## config.mk

```make
export PLATFORM = sky130hd
export DESIGN_NAME = iterative_shifter
export DESIGN_NICKNAME = d
export VERILOG_FILES = /design/src/rtl/iterative_shifter.sv
export SDC_FILE = /design/constraint.sdc
export NUM_CORES = 1
export LEC_CHECK = 0
export ABC_AREA = 1
export CAP_MARGIN = 20
export CORE_MARGIN = 4
export CORE_UTILIZATION = 45
export CTS_CLUSTER_SIZE = 14
export DETAILED_ROUTE_END_ITERATION = 7
export GPL_TIMING_DRIVEN = 1
export PLACE_DENSITY = 0.77
export SETUP_SLACK_MARGIN = 0.3
export SYNTH_ARGS = -nofsm -noshare
export SYNTH_HDL_FRONTEND = slang
export SYNTH_SLANG_ARGS = --single-unit
```

## constraint.sdc

```tcl
create_clock -name clk -period 3.2 [get_ports clk]
set_input_delay 0.32 -clock clk [delete_from_list [all_inputs] [get_ports clk]]
set_output_delay 0.32 -clock clk [all_outputs]
set_load 0.01 [all_outputs]
```

## src/rtl/iterative_shifter.sv

```systemverilog
// Multi-cycle SLL/SRL/SRA/ROL unit resolving one shamt bit per cycle (LSB first); latency L cycles.
// Backpressure: the result is held in DONE until out_ready; in_ready is asserted only in IDLE.
module iterative_shifter #(
  parameter  int N = 32,
  localparam int L = $clog2(N)
) (
  input  logic         clk,
  input  logic         rst_n,
  input  logic         in_valid,
  output logic         in_ready,
  input  logic [N-1:0] in,
  input  logic [L-1:0] shamt,
  input  logic [1:0]   op,
  output logic         out_valid,
  input  logic         out_ready,
  output logic [N-1:0] out,
  output logic         busy
);

  typedef enum logic [1:0] {
    S_IDLE  = 2'd0,
    S_SHIFT = 2'd1,
    S_DONE  = 2'd2
  } state_e;

  localparam logic [1:0]   OP_SLL = 2'b00;
  localparam logic [1:0]   OP_SRL = 2'b01;
  localparam logic [1:0]   OP_SRA = 2'b11;
  localparam logic [L-1:0] K_LAST = L'(L - 1);

  state_e       state_q, state_d;
  logic [N-1:0] w_q, w_d;
  logic [L-1:0] k_q, k_d;
  logic [L-1:0] shamt_q, shamt_d;
  logic [1:0]   op_q, op_d;
  logic         sign_q, sign_d;

  // Stage j applies a fixed shift of 2^j; the stage counter picks one per cycle.
  logic [N-1:0] stage_res [L];

  for (genvar j = 0; j < L; j++) begin : g_stage
    localparam int S = 1 << j;
    assign stage_res[j] =
        (op_q == OP_SLL) ? {w_q[N-1-S:0], {S{1'b0}}} :
        (op_q == OP_SRL) ? {{S{1'b0}}, w_q[N-1:S]} :
        (op_q == OP_SRA) ? {{S{sign_q}}, w_q[N-1:S]} :
                           {w_q[N-1-S:0], w_q[N-1:N-S]};
  end

  always_ff @(posedge clk or negedge rst_n) begin
    if (!rst_n) begin
      state_q <= S_IDLE;
    end else begin
      state_q <= state_d;
    end
  end

  always_comb begin
    state_d = state_q;
    unique case (state_q)
      S_IDLE:  if (in_valid) state_d = S_SHIFT;
      S_SHIFT: if (k_q == K_LAST) state_d = S_DONE;
      S_DONE:  if (out_ready) state_d = S_IDLE;
      default: state_d = S_IDLE;
    endcase
  end

  always_comb begin
    in_ready  = 1'b0;
    out_valid = 1'b0;
    busy      = 1'b0;
    unique case (state_q)
      S_IDLE:  in_ready = 1'b1;
      S_SHIFT: busy = 1'b1;
      S_DONE: begin
        out_valid = 1'b1;
        busy      = 1'b1;
      end
      default: in_ready = 1'b0;
    endcase
  end

  always_comb begin
    w_d     = w_q;
    k_d     = k_q;
    shamt_d = shamt_q;
    op_d    = op_q;
    sign_d  = sign_q;
    unique case (state_q)
      S_IDLE: begin
        if (in_valid) begin
          w_d     = in;
          shamt_d = shamt;
          op_d    = op;
          sign_d  = in[N-1];
          k_d     = '0;
        end
      end
      S_SHIFT: begin
        if (shamt_q[k_q]) w_d = stage_res[k_q];
        k_d = k_q + L'(1);
      end
      default: w_d = w_q;
    endcase
  end

  always_ff @(posedge clk or negedge rst_n) begin
    if (!rst_n) begin
      w_q     <= '0;
      k_q     <= '0;
      shamt_q <= '0;
      op_q    <= '0;
      sign_q  <= 1'b0;
    end else begin
      w_q     <= w_d;
      k_q     <= k_d;
      shamt_q <= shamt_d;
      op_q    <= op_d;
      sign_q  <= sign_d;
    end
  end

  assign out = w_q;

endmodule

```

==> summary.md <==
| Metric | Value |
|---|---|
| Initial antenna violation count | 0 |
| Overflow after GRT | 0 |
| CTS Buf Count | 5 |
| Initial Util | a little under half |
| Worst-Margin Slew | approximately 0.76 ns |
| FP Rows | 35 |
| Peak Freq | slightly above 0.4 GHz |
| Final number of hold-violating endpoints | 20 |
| Port-buffer cells | between 70 and 80 |
| Reg-to-reg slack, setup | ~0.78 ns |
| Clock transition at path regs | roughly 0.11 ns |
| Util after Layout | a little under three fifths |
| # IOs | between 70 and 80 |
| RSZ-0062 raised after global routing | no |
| Pwr dens | ~1200 nW/µm² |
| TritonRoute pass-1 iters | 6 |
| Latest clock arrival within the worst-skew pair | about 0.32 ns |
| Setup violators final | 0 |
| CTS tree | built |
| Share of cells above drive strength 1 | 5.328% |
| Hold Slack | -0.01053 ns |
| Ys flop type | dfrtp_1 |
| TNS Setup | 0 ns |
| Postcts setup bufs | 0 |
| Seq/Total Area, Yosys | 27.33% |
| R2r endpoint | out[21] |
| Critical path launch point type | flop |
| Origin of the worst setup path | k_q[1] |
| R2R Path Start | k_q[1] |
| Via count | approximately 5.6k |
| Violated checks | negative hold slack |
| DRC viols | 0 |
| Iteration-0 DRC count of the detailed router | about 680 |
| Syn Inst Count | 748 |
| Max VDD drop | a little under 0.0006 V |
| Post-synthesis sequential element count | between 40 and 50 |
| Antenna viol nets, final | 0 |
| Clk sinks | 47 |
| Relative slew slack | between 40 and 50% |
| Hold buffer count at cts | 0 |
| ANT cells | 0 |
| Crit Path Category | flop to flop |
| Period utilization | around three quarters |
| Tmin final | approximately 2.4 ns |
| Syn avg cell area | about 5.8 µm² |
| Final Wtd Congestion | roughly 1.0 |
| Syn. warnings | 0 |
| Drt total wl | 18920 µm |
| Mapped cell area | between 4000 and 5000 µm² |
| Post-synthesis async set-or-reset flop share | between 90% and 100% |
| Number of synthesized flops with an enable pin | 0 |
| Largest net degree at the start of global routing | 48 |
| Cts repair resizes | 0 |
| Die width | 105.8 µm |
| Crit end category | flop |
| Synth cell types | 31 |
| Crit path DAT | approximately 2.7 ns |
| First-pass GRT wire length | between 20000 and 30000 µm |
| Core Area | roughly 9300 µm² |
| DIE AREA | between 10000 and 15000 µm² |
| Status | complete, but fails checks |
| Via-to-Cell Ratio | between 5 and 6 |
| Overall Global Routing Usage | between 30% and 40% |
| Crit-path max FO | 18 |
| Vias in the first global route | between 5k and 6k |
| P_leak | approximately 0.0028 µW |
| Max-cap violation count | 0 |
| Worst EP required | between 3 and 4 ns |
| WL/cell | around 20 µm |
| Nets | between 800 and 900 |
| Final HPWL from detailed placement | around 14000 µm |
| Layout area overhead | 22.85% |
| Mapped Nets | 797 |
| Worst min path class | input pin to async pin |
| Clk_skew | about 0.0056 ns |
| CTS Buffer Depth | 2 |
| Root buf cell | clkbuf_8 |
| Crit path capture | out[21] |
| Max-slew violation count | 0 |
| H-tree levels | 2 |
| R2r worst-path depth | 9 |
| Die height | 105.8 µm |
[layout by cell type (no fill, tap or decap)]
master and n:
nand2_1 299, nand3_1 76, clkdlybuf4s50_1 76, nor2_1 74, o21ai_0 54, a21oi_1 54, dfrtp_1 47, inv_1 45
buf_4 12, a22oi_1 10, nor2_2 6, ha_1 6, and2_1 5, a31oi_1 5, clkbuf_8 5, or2_2 4
nor3_1 4, inv_2 3, nand2_2 3, nand4_1 3, o21ai_2 2, bufinv_16 2, buf_12 2, nor2_4 1
clkinv_1 1, nand2_4 1, o211ai_1 1, o2111ai_1 1, and3_1 1, nor3b_1 1, o22ai_1 1, inv_8 1
buf_2 1
[area by class of cell]
type	count	area, µm²
clock buffers	5	68.82
flip-flops and latches	47	1176
repair buffers	91	895.9
inverters	49	183.9
clock inverters	3	71.32
fillers	969	3996
multi-input cells	612	2730
well taps	129	161.4
[metal layers]
layer  vias to the layer above  share of wire (%)  global-route usage [%]
li1                       2526                  -                       -
met1                      2588                 40                   47.44
met2                       394                 45                   53.01
met3                        53                 11                   5.205
met4                         0                3.5                   12.77
met5                         -                  0                       0
[state kept, by name, indices dropped and copies added (netlist names)]
signal,flops
out,32
state_q,2
shamt_q,5
op_q,2
k_q,5
sign_q,1
[worst max-delay path: stages, from the launching register on]
cell,delay [ns]
dfrtp_1,0.85
inv_1,0.25
nor2_1,0.48
inv_1,0.08
buf_4,0.22
a21oi_1,0.13
o21ai_0,0.12
nand2_1,0.13
nand2_1,0.06
nand2_1,0.05
[power by group]
part | internal (µW) | switching (µW)
combinational | 1500 | 2810
clock | 318 | 254
sequential | 875 | 451
total | 2700 | 3520
[cell usage after synthesis, types with 2 or more instances]
master / instances / area [µm²]
a21oi_1: 54 / 270.3
a22oi_1: 10 / 75.07
a31oi_1: 5 / 31.28
and2_1: 5 / 31.28
buf_1: 2 / 7.510
buf_2: 15 / 75.07
buf_4: 4 / 30.03
buf_6: 4 / 45.04
clkbuf_1: 15 / 56.30
dfrtp_1: 47 / 1176
ha_1: 6 / 75.07
inv_1: 45 / 168.9
inv_2: 3 / 11.26
nand2_1: 299 / 1122
nand2_2: 3 / 18.77
nand3_1: 76 / 380.4
nand4_1: 3 / 18.77
nor2_1: 74 / 277.8
nor2_2: 6 / 37.54
nor3_1: 4 / 20.02
o21ai_0: 54 / 270.3
o21ai_2: 2 / 17.52
or2_2: 4 / 25.02
[metrics by stage]
step	instance area [µm²]	power, µW	hold WS (ns)	setup WS [ns]	cells
final	5288	6213	-0.01053	0.7808	936
after global routing	5288	6661	0.02171	0.6047	936
after CTS	5268	6067	0.2532	0.8625	935
after detailed placement	5127	5485	0.4817	0.8547	927
after global placement	5127	5483	0.4716	0.9407	927
after floorplan	4304	3915	0.02441	1.449	748
[kinds of logic (layout without fill, tap and decap cells)]
group	Yosys count	after routing	share of synthesized area [%]
adders and majority gates	6	6	1.744
buffers and inverters	89	148	9.244
and+or+nand+nor	478	478	45.73
AOI/OAI and AO/OA	128	128	15.96
DFF	47	47	27.33
[worst min-delay path by stage]
stage,start,depth (start not counted),slack (ns),to
after CTS,rst_n,1,0.25,sign_q
after global placement,sign_q,2,0.47,sign_q
after detailed placement,sign_q,2,0.48,sign_q
final,rst_n,1,-0.01,k_q[3]
after global routing,rst_n,1,0.02,shamt_q[4]
after floorplan,rst_n,0,0.02,k_q[0]
(Power assumes the default switching activity.)
